<file path="src/rtl/axi_lite_rr_arbiter.sv">
// rtl/axi_lite_rr_arbiter.sv - N-master to 1-slave AXI-lite round-robin arbiter
// One whole read or write transaction is granted at a time and held until its response handshake.
module axi_lite_rr_arbiter #(
  parameter int ADDR_WIDTH  = 64,
  parameter int DATA_WIDTH  = 64,
  parameter int NUM_MASTERS = 2,
  localparam int GW = (NUM_MASTERS > 1) ? $clog2(NUM_MASTERS) : 1,
  localparam int SW = DATA_WIDTH / 8
) (
  input  logic                              CLK,
  input  logic                              RESETN,
  input  logic [NUM_MASTERS*ADDR_WIDTH-1:0] m_AW_ADDR,
  input  logic [NUM_MASTERS-1:0]            m_AW_VALID,
  output logic [NUM_MASTERS-1:0]            m_AW_READY,
  input  logic [NUM_MASTERS*DATA_WIDTH-1:0] m_W_DATA,
  input  logic [NUM_MASTERS*SW-1:0]         m_W_STRB,
  input  logic [NUM_MASTERS-1:0]            m_W_VALID,
  output logic [NUM_MASTERS-1:0]            m_W_READY,
  output logic [NUM_MASTERS-1:0]            m_B_VALID,
  input  logic [NUM_MASTERS-1:0]            m_B_READY,
  input  logic [NUM_MASTERS*ADDR_WIDTH-1:0] m_AR_ADDR,
  input  logic [NUM_MASTERS-1:0]            m_AR_VALID,
  output logic [NUM_MASTERS-1:0]            m_AR_READY,
  output logic [NUM_MASTERS*DATA_WIDTH-1:0] m_R_DATA,
  output logic [NUM_MASTERS-1:0]            m_R_VALID,
  input  logic [NUM_MASTERS-1:0]            m_R_READY,
  output logic [ADDR_WIDTH-1:0]             s_AW_ADDR,
  output logic                              s_AW_VALID,
  input  logic                              s_AW_READY,
  output logic [DATA_WIDTH-1:0]             s_W_DATA,
  output logic [SW-1:0]                     s_W_STRB,
  output logic                              s_W_VALID,
  input  logic                              s_W_READY,
  input  logic                              s_B_VALID,
  output logic                              s_B_READY,
  output logic [ADDR_WIDTH-1:0]             s_AR_ADDR,
  output logic                              s_AR_VALID,
  input  logic                              s_AR_READY,
  input  logic [DATA_WIDTH-1:0]             s_R_DATA,
  input  logic                              s_R_VALID,
  output logic                              s_R_READY,
  output logic                              grant_valid,
  output logic [GW-1:0]                     grant_idx
);

  typedef enum logic [1:0] {IDLE, WR, RD} state_t;

  localparam logic [GW:0] NM = (GW+1)'(NUM_MASTERS);

  state_t         state_q, state_d;
  logic [GW-1:0]  rr_ptr, rr_ptr_d;
  logic [GW-1:0]  grant_idx_d;
  logic           grant_valid_d;
  logic           aw_done, aw_done_d;
  logic           w_done, w_done_d;
  logic           ar_done, ar_done_d;

  logic [NUM_MASTERS-1:0] req;
  logic [NUM_MASTERS-1:0] gsel;
  logic [GW-1:0]          pick_idx;
  logic [GW:0]            cand;
  logic [GW:0]            rr_next;

  logic [ADDR_WIDTH-1:0] aw_addr_a [NUM_MASTERS];
  logic [ADDR_WIDTH-1:0] ar_addr_a [NUM_MASTERS];
  logic [DATA_WIDTH-1:0] w_data_a  [NUM_MASTERS];
  logic [SW-1:0]         w_strb_a  [NUM_MASTERS];

  logic wr_ph, rd_ph;
  logic aw_hs, w_hs, b_hs, ar_hs, r_hs;

  // Unpack the flat per-master buses so the granted slice can be selected by index.
  for (genvar i = 0; i < NUM_MASTERS; i++) begin : g_slices
    assign aw_addr_a[i] = m_AW_ADDR[i*ADDR_WIDTH +: ADDR_WIDTH];
    assign ar_addr_a[i] = m_AR_ADDR[i*ADDR_WIDTH +: ADDR_WIDTH];
    assign w_data_a[i]  = m_W_DATA[i*DATA_WIDTH +: DATA_WIDTH];
    assign w_strb_a[i]  = m_W_STRB[i*SW +: SW];
    assign m_R_DATA[i*DATA_WIDTH +: DATA_WIDTH] = (rd_ph && gsel[i]) ? s_R_DATA : '0;
  end

  assign req   = m_AW_VALID | m_AR_VALID;
  assign wr_ph = (state_q == WR);
  assign rd_ph = (state_q == RD);
  assign gsel  = NUM_MASTERS'(1) << grant_idx;

  assign s_AW_VALID = wr_ph & m_AW_VALID[grant_idx] & ~aw_done;
  assign s_AW_ADDR  = wr_ph ? aw_addr_a[grant_idx] : '0;
  assign s_W_VALID  = wr_ph & m_W_VALID[grant_idx] & ~w_done;
  assign s_W_DATA   = wr_ph ? w_data_a[grant_idx] : '0;
  assign s_W_STRB   = wr_ph ? w_strb_a[grant_idx] : '0;
  assign s_B_READY  = wr_ph & m_B_READY[grant_idx];
  assign s_AR_VALID = rd_ph & m_AR_VALID[grant_idx] & ~ar_done;
  assign s_AR_ADDR  = rd_ph ? ar_addr_a[grant_idx] : '0;
  assign s_R_READY  = rd_ph & m_R_READY[grant_idx];

  assign m_AW_READY = gsel & {NUM_MASTERS{wr_ph & s_AW_READY & ~aw_done}};
  assign m_W_READY  = gsel & {NUM_MASTERS{wr_ph & s_W_READY & ~w_done}};
  assign m_B_VALID  = gsel & {NUM_MASTERS{wr_ph & s_B_VALID}};
  assign m_AR_READY = gsel & {NUM_MASTERS{rd_ph & s_AR_READY & ~ar_done}};
  assign m_R_VALID  = gsel & {NUM_MASTERS{rd_ph & s_R_VALID}};

  assign aw_hs = s_AW_VALID & s_AW_READY;
  assign w_hs  = s_W_VALID & s_W_READY;
  assign b_hs  = s_B_READY & s_B_VALID;
  assign ar_hs = s_AR_VALID & s_AR_READY;
  assign r_hs  = s_R_READY & s_R_VALID;

  // Walk downward so the candidate closest to rr_ptr is the last one written.
  always_comb begin
    pick_idx = rr_ptr;
    cand     = '0;
    for (int k = NUM_MASTERS - 1; k >= 0; k--) begin
      cand = {1'b0, rr_ptr} + (GW+1)'(k);
      if (cand >= NM) cand = cand - NM;
      if (req[cand[GW-1:0]]) pick_idx = cand[GW-1:0];
    end
  end

  always_comb begin
    rr_next = {1'b0, grant_idx} + (GW+1)'(1);
    if (rr_next >= NM) rr_next = '0;
  end

  always_ff @(posedge CLK or negedge RESETN) begin
    if (!RESETN) begin
      state_q     <= IDLE;
      rr_ptr      <= '0;
      grant_idx   <= '0;
      grant_valid <= 1'b0;
      aw_done     <= 1'b0;
      w_done      <= 1'b0;
      ar_done     <= 1'b0;
    end else begin
      state_q     <= state_d;
      rr_ptr      <= rr_ptr_d;
      grant_idx   <= grant_idx_d;
      grant_valid <= grant_valid_d;
      aw_done     <= aw_done_d;
      w_done      <= w_done_d;
      ar_done     <= ar_done_d;
    end
  end

  always_comb begin
    state_d       = state_q;
    rr_ptr_d      = rr_ptr;
    grant_idx_d   = grant_idx;
    grant_valid_d = grant_valid;
    aw_done_d     = aw_done;
    w_done_d      = w_done;
    ar_done_d     = ar_done;
    case (state_q)
      IDLE: begin
        if (|req) begin
          grant_idx_d   = pick_idx;
          grant_valid_d = 1'b1;
          state_d       = m_AW_VALID[pick_idx] ? WR : RD;
        end
      end
      WR: begin
        aw_done_d = aw_done | aw_hs;
        w_done_d  = w_done | w_hs;
        if (b_hs) begin
          state_d       = IDLE;
          grant_valid_d = 1'b0;
          rr_ptr_d      = rr_next[GW-1:0];
          aw_done_d     = 1'b0;
          w_done_d      = 1'b0;
          ar_done_d     = 1'b0;
        end
      end
      RD: begin
        ar_done_d = ar_done | ar_hs;
        if (r_hs) begin
          state_d       = IDLE;
          grant_valid_d = 1'b0;
          rr_ptr_d      = rr_next[GW-1:0];
          aw_done_d     = 1'b0;
          w_done_d      = 1'b0;
          ar_done_d     = 1'b0;
        end
      end
      default: state_d = IDLE;
    endcase
  end

endmodule

</file>
<file path="config.mk">
export PLATFORM = sky130hd
export DESIGN_NAME = axi_lite_rr_arbiter
export DESIGN_NICKNAME = d
export VERILOG_FILES = /design/src/rtl/axi_lite_rr_arbiter.sv
export SDC_FILE = /design/constraint.sdc
export NUM_CORES = 1
export LEC_CHECK = 0
export ABC_CLOCK_PERIOD_IN_PS = 1850
export BUFFER_PORTS_ARGS = -buffer_cell sky130_fd_sc_hd__buf_2
export CAP_MARGIN = 20
export CORE_AREA = 8 8 311 313
export DETAILED_ROUTE_END_ITERATION = 7
export DIE_AREA = 0 0 319 321
export GPL_TIMING_DRIVEN = 0
export HOLD_SLACK_MARGIN = 0.06
export PLACE_DENSITY_LB_ADDON = 0.05
export SLEW_MARGIN = 30
export SYNTH_ARGS = -nofsm -noshare
export SYNTH_HDL_FRONTEND = slang
export SYNTH_SLANG_ARGS = --single-unit
</file>
<file path="constraint.sdc">
create_clock -name CLK -period 1.85 [get_ports CLK]
set_input_delay 0.2775 -clock CLK [delete_from_list [all_inputs] [get_ports CLK]]
set_output_delay 0.2775 -clock CLK [all_outputs]
set_load 0.01 [all_outputs]
</file>
==> metrics.csv, run 1 <==
metric,value,unit
status,finished with violations,
failing checks,setup timing,
routed vias/inst,3.13,
Final HPWL DP,52800,um
die height,321,um
Multi-input gate area,6090,um^2
Die ar.,102000,um^2
number of global-route vias before repair,9255,
# fillers,10500,
share of cells above drive strength 1,0.779,
Routed wire per std cell,23.0,um
DRT Pass-1 Iters,4,
post-synthesis sequential area ratio,0.0396,
final WL,64500,um
input/output buffers,825,
number of synthesized register bits,8,
Clock Tree Buf Depth,2,
RePlAce Congestion,0.746,
CP endpoint kind,output port,
Synth Area in Simple Gates,0.449,
worst path required time,1.57,ns
Core Rows,112,
Yosys Warn Count,0,
Yosys cell types,34,
die width,319,um
CP Capture Point,m_R_DATA[115],
Gate Count Post-Synth,681,
design area,15900,um^2
htree depth,1,
Starting Density,0.0548,
min-delay worst type,input port to flip-flop,
Antenna Nets Post-Route,0,
Syn Std Cell Area,5050,um^2
area grow syn2layout,216,%
Critical Path Source Type,flip-flop,
Post-route DRC,0,
Worst Slack Setup Final,-0.222,ns
Post-Place Cell Area,10700,um^2
P per Cell Area,1210,nW/um^2
final total power,0.0193,W
CTS Root Cell,clkbuf_16,
Syn Nets,1168,
critical path peak fanout,6,
first-pass GRT wire length,79800,um
post-synth top area cell,mux2i_1,
Reg area,204,um^2
Clock Latency Late Sink,0.23,ns
Synth Area in XOR/XNOR,0,
FF-to-FF path depth,6,
vias post-DR,8781,
Peak Freq,0.483,GHz
mean post-synth cell area,7.42,um^2
worst r2r src,grant_idx,
r2r setup slk,0.03,ns
crit path time final,2.07,ns
Post-Synth Adder-Cell Area,0.0149,
dpl ws,-1.65,ns
RSZ-0062 raised after global routing,true,
clock skew,0.00390,ns
Slew headroom,0.722,
TritonCTS clock tree,done,
CTS buffer count,3,
mux cell area share after synthesis,0.411,
remaining global-route overflow,0,
main combinational cell family by area after synthesis,simple AND/OR/NAND/NOR gates,
worst flop-to-flop path endpoint,state_q[1],
Final setup violation count,326,
final period utilization,1.12,
max_cap viols,0,
GRT Resource Usage Total,0.110,
total clock sinks,8,
largest cells by area after synthesis,"mux2i_1, nor2b_1, and3_1",
Synth Area in Compound Gates,0.0206,
top-level I/O count,826,
top-area cell type share of the netlist area,0.408,
initial antenna violation count,25,
WS Path Type,flip-flop to output port,
Worst-Margin Slew,0.409,ns
Leak,7.78,nW
peak supply drop,0.000385,V
endpoints failing hold,0,
Worst-path clk slew,0.04,ns
largest net degree at the start of global routing,11,
Initial DRC Count,181,
Critical Path Source,state_q[1],
"Arr. time, crit path",1.79,ns
fin. max-slew vios,0,
Final nets,2089,
core area,92200,um^2
worst min-delay path by stage:
stage / startpoint / endpoint / slack [ns] / cells past startpoint
after floorplan: RESETN / ar_done / -0.02 / 0
after global placement: RESETN / grant_valid / 0.16 / 1
after detailed placement: RESETN / grant_valid / 0.16 / 1
after CTS: s_W_READY / w_done / 0.38 / 4
after global routing: s_AW_READY / aw_done / 0.41 / 4
final: s_W_READY / w_done / 0.38 / 4
where the power goes:
part	switching (W)	internal, W	leakage (nW)
sequential	0.0000886	0.000263	0.0925
clock	0.0000967	0.000280	0.0370
combinational	0.00821	0.0104	7.65
repair_timing:
item,4_1_cts,5_1_grt
hold buffers,1,0
hold endpoints to repair,8,0
gates resized for setup,430,505
pin swaps,42,41
setup buffers,29,31
gates cloned,17,21
setup endpoints to repair,348,347
cells in the final DEF, fill, tap and decap left out, drive strengths merged, types with 3 or more instances in the layout:
master    n
and2     65
nor2      9
diode    11
mux2i   206
and3     66
nand2    10
nand3     3
dfrtp     8
o21ai     3
ha        6
buf     934
clkbuf   50
inv      10
nor2b   204
registers in the layout, indices dropped and copies added, names as in the netlist:
signal,count
ar_done,1
aw_done,1
grant_idx,1
grant_valid,1
rr_ptr,1
state_q,2
w_done,1
cells in the mapped netlist:
library cell  count
nand4_1           1
o22ai_1           1
a21boi_1          1
mux2_4            1
and3_1           66
a21oi_1           2
buf_2            22
nand2b_1          1
nand4b_1          1
nor2b_1         204
nor4b_1           2
buf_6             1
nor3b_1           2
inv_1            10
and4b_1           1
o21a_1            2
and2_1           65
o21ai_1           1
mux2i_1         206
o2bb2ai_1         1
clkbuf_1         44
nand2_1          10
o21ai_0           2
nor3_1            2
nand3b_1          1
nor2_1            9
a21boi_0          1
ha_1              6
nand3_1           3
o221ai_1          1
a22o_1            1
a21bo_4           1
nor4_1            1
dfrtp_1           8
stage by stage:
stage	std cells	utilization	TNS (ns)	hold WS, ns
floorplan	681	-	0	-0.0181
global placement	2703	0.116	-334.79	0.161
detailed placement	2703	0.116	-291.15	0.162
CTS	2753	0.142	-65.73	0.383
global route	2801	0.173	-69.77	0.415
finish	2808	0.173	-44.35	0.377
area by class of cell:
| class | count | share of cell area |
|---|---|---|
| Antenna cell | 11 | 0.00173 |
| Buffer | 65 | 0.0787 |
| Multi-Input combinational cell | 596 | 0.382 |
| Sequential cell | 8 | 0.0128 |
| Inverter | 10 | 0.00267 |
| Clock buffer | 3 | 0.00471 |
| Timing Repair Buffer | 918 | 0.424 |
| Tap cell | 1197 | 0.0940 |
cells by family (layout without fill, tap and decap cells):
group,count (synthesis),after routing
muxes,207,207
other,0,11
and+or+nand+nor,369,369
DFF,8,8
buffers and inverters,77,996
adders and majority gates,6,6
AOI/OAI and AO/OA,14,14
critical path, cell delays in order (launching register included):
cell       delay (ns)
dfrtp_2          0.45
ha_4             0.22
buf_6            0.14
buf_16           0.15
buf_12           0.14
clkbuf_16        0.15
and3_4           0.18
buf_6            0.12
metal layers:
layer	share of wire	global-route usage
met1	0.35	0.107
met2	0.56	0.227
met3	0.079	0.0368
met4	0.011	0.0104
met5	0.0013	0
No activity file was read; power rests on OpenSTA's default activity.
==> run 2, diff against run 1 <==
--- a/config.mk
+++ b/config.mk
@@ -5,12 +5,13 @@
 export SDC_FILE = /design/constraint.sdc
 export NUM_CORES = 1
 export LEC_CHECK = 0
+export ABC_AREA = 1
 export ABC_CLOCK_PERIOD_IN_PS = 1850
 export BUFFER_PORTS_ARGS = -buffer_cell sky130_fd_sc_hd__buf_2
 export CAP_MARGIN = 20
-export CORE_AREA = 8 8 311 313
+export CORE_AREA = 8 8 313 315
 export DETAILED_ROUTE_END_ITERATION = 7
-export DIE_AREA = 0 0 319 321
+export DIE_AREA = 0 0 321 323
 export GPL_TIMING_DRIVEN = 0
 export HOLD_SLACK_MARGIN = 0.06
 export PLACE_DENSITY_LB_ADDON = 0.05
==> metrics.csv, run 2 <==
metric,value,unit
core area,92800,um^2
post-synth top area cell,nor2_1,
worst flop-to-flop path endpoint,state_q[0],
Largest Register,state_q,
Synth Area in Simple Gates,0.519,
"commonest non-fill, non-tap cell in the layout",buf_2,
Final setup violation count,342,
post-synthesis sequential area ratio,0.0446,
"slowest stage delay, CP",0.41,ns
GRT Resource Usage Total,0.129,
Power Internal,0.00760,W
routed vias/inst,3.18,
Gate Count Post-Synth,999,
remaining global-route overflow,0,
area grow syn2layout,200,%
Worst Slack Setup Final,-0.326,ns
worst r2r src,grant_idx,
CTS buffer count,3,
initial antenna violation count,50,
first-pass GRT wire length,93300,um
max_cap viols,0,
CTS Root Cell,clkbuf_16,
DRT Pass-1 Iters,4,
r2r setup slk,0.02,ns
switching power total,0.00951,W
RePlAce Congestion,0.819,
Yosys cell types,28,
largest cells by area after synthesis,"nor2_1, o21ai_0, nand2_1",
max FFs per register,2,
Antenna Nets Post-Route,0,
total negative slack,-78.76,ns
crit path time final,2.18,ns
main flop type after synthesis,dfrtp_1,
Clock power frac,0.022,
Leak,7.13,nW
critical-path cell list,"buf_12, buf_12, inv_12, buf_12, buf_16, nand2_8, clkbuf_16, nor2_1, buf_2",
peak supply drop,0.000327,V
Die ar.,104000,um^2
"top cells by count, synth","nor2_1, nand2_1, o21ai_0, inv_1, a21oi_1",
final period utilization,1.18,
mean post-synth cell area,4.50,um^2
die width,321,um
clock skew,0.000646,ns
number of global-route vias before repair,10100,
largest net degree at the start of global routing,11,
Worst path slowest cell,dfrtp_1,
worst path required time,1.57,ns
Peak Freq,0.460,GHz
Yosys Warn Count,0,
Worst-path clk slew,0.04,ns
"Arr. time, crit path",1.90,ns
Starting Density,0.0484,
Slew headroom,0.720,
htree depth,1,
Logic pwr share,0.958,
top-level I/O count,826,
vias post-DR,10000,
final WL,72900,um
fin cells,3151,
Synth async-reset ratio,1.00,
Synth Area in XOR/XNOR,0,
failing checks,setup timing,
dpl ws,-1.02,ns
design area,13500,um^2
P per Cell Area,1270,nW/um^2
number of synthesized register bits,8,
Worst Path Buf+Inv,7,
total clock sinks,8,
mux cell area share after synthesis,0,
Final nets,2369,
Worst-Margin Slew,0.421,ns
Clock Tree Buf Depth,2,
CP endpoint kind,output port,
Placed Instances,3079,
CP top delay family,buffers and inverters,
crit-path most repeated cell,buf_12,
FF-to-FF path depth,13,
Syn Std Cell Area,4490,um^2
Critical Path Source Type,flip-flop,
Hold EP,w_done,
Synth Area in Compound Gates,0.236,
RSZ-0062 raised after global routing,true,
status,finished with violations,
fin. max-slew vios,0,
Seq pwr share,0.020,
main combinational cell family by area after synthesis,simple AND/OR/NAND/NOR gates,
share of cells above drive strength 1,0.636,
TritonCTS clock tree,done,
Post-route DRC,0,
number of synthesized flops with an enable pin,0,
hold path startpoint,s_W_READY,
"commonest cells after routing, fill and taps aside","buf_2, nor2_1, nand2_1",
"count leader, synth",nor2_1,
hold path cells,7,
Clock Latency Late Sink,0.23,ns
Critical Path Source,grant_idx,
Core Rows,112,
input/output buffers,825,
die height,323,um
endpoints failing hold,0,
top-area cell type share of the netlist area,0.349,
Initial DRC Count,407,
critical path peak fanout,8,
Syn Nets,1486,
Post-Place Cell Area,10200,um^2
final total power,0.0171,W
Final HPWL DP,63800,um
WS Path Type,flip-flop to output port,
switch share,0.556,
Post-Synth Adder-Cell Area,0.0167,
Routed wire per std cell,23.1,um
min-delay worst type,input port to flip-flop,
[run 2: cell count changes after synthesis, sizes merged, moves of 3 or more]
cell | previous run | this run
and3 | 66 | 1
clkbuf | 44 | 30
nand3 | 3 | 6
nor2b | 204 | 0
and2 | 65 | 0
nand2 | 10 | 170
a21oi | 2 | 69
mux2i | 206 | 0
nor2 | 9 | 419
buf | 23 | 51
o21ai | 3 | 140
inv | 10 | 90
[run 2: how the worst max path moves through the flow]
stage	end	slack [ns]	cells past startpoint
after floorplan	s_AR_ADDR[0]	0.11	6
after global placement	s_W_STRB[0]	-1.48	7
after detailed placement	s_W_STRB[0]	-1.02	7
after CTS	s_W_DATA[53]	-0.37	9
after global routing	s_AR_ADDR[5]	-0.42	10
final	m_R_DATA[27]	-0.33	9
[run 2: cell type report]
class	count	area, um^2
fillers	11100	79300
repair buffers	877	5510
multi-input cells	821	4620
well taps	1254	1570
plain buffers	81	1120
inverters	90	357
flip-flops and latches	8	203
clock buffers	3	75.1
diodes	17	42.5
[run 2: stage by stage]
| step | hold slack [ns] | util |
|---|---|---|
| 6_report | 0.433 | 0.145 |
| 5_1_grt | 0.486 | 0.145 |
| 3_3_place_gp | 0.159 | 0.110 |
| 4_1_cts | 0.435 | 0.134 |
| 2_1_floorplan | -0.0181 | - |
| 3_5_place_dp | 0.161 | 0.110 |
[run 2: kinds of logic (layout without fill, tap and decap cells)]
group	after synthesis	after routing
other	0	17
AO/OA/AOI/OAI	210	210
flip-flops	8	8
adder cells (fa/ha/maj)	6	6
AND/OR/NAND/NOR	604	605
buffers and inverters	171	1051
[run 2: timing repair]
action | in CTS | in global routing
setup buffers | 23 | 11
endpoints found under the hold margin | 8 | 0
hold buffers | 1 | 0
resized for setup | 478 | 227
cloned | 13 | 7
endpoints found under the setup margin | 345 | 349
pin swaps | 68 | 29
[run 2: power groups by stage]
stage	Sequential, W	Combinational, W	Clock (W)
final	0.000347	0.0164	0.000376
after global routing	0.000362	0.0177	0.000399
after CTS	0.000349	0.0156	0.000389
after detailed placement	0.000337	0.0112	0
after global placement	0.000336	0.0113	0
after floorplan	0.000319	0.00536	0
[run 2: worst reg2reg max path, delay by kind of cell (launching register included)]
kind	cells	cell delay, ns
flip-flops	1	0.41
buffers and inverters	6	0.77
AND/OR/NAND/NOR	6	0.49
AO/OA/AOI/OAI	1	0.06
[run 2: per-layer routing]
layer / vias to the layer above / global-route usage / routed length, um
met5: - / 0 / 197
li1: 4878 / - / -
met3: 90 / 0.0366 / 4890
met1: 4599 / 0.146 / 28100
met2: 426 / 0.244 / 38600
met4: 28 / 0.0198 / 1090
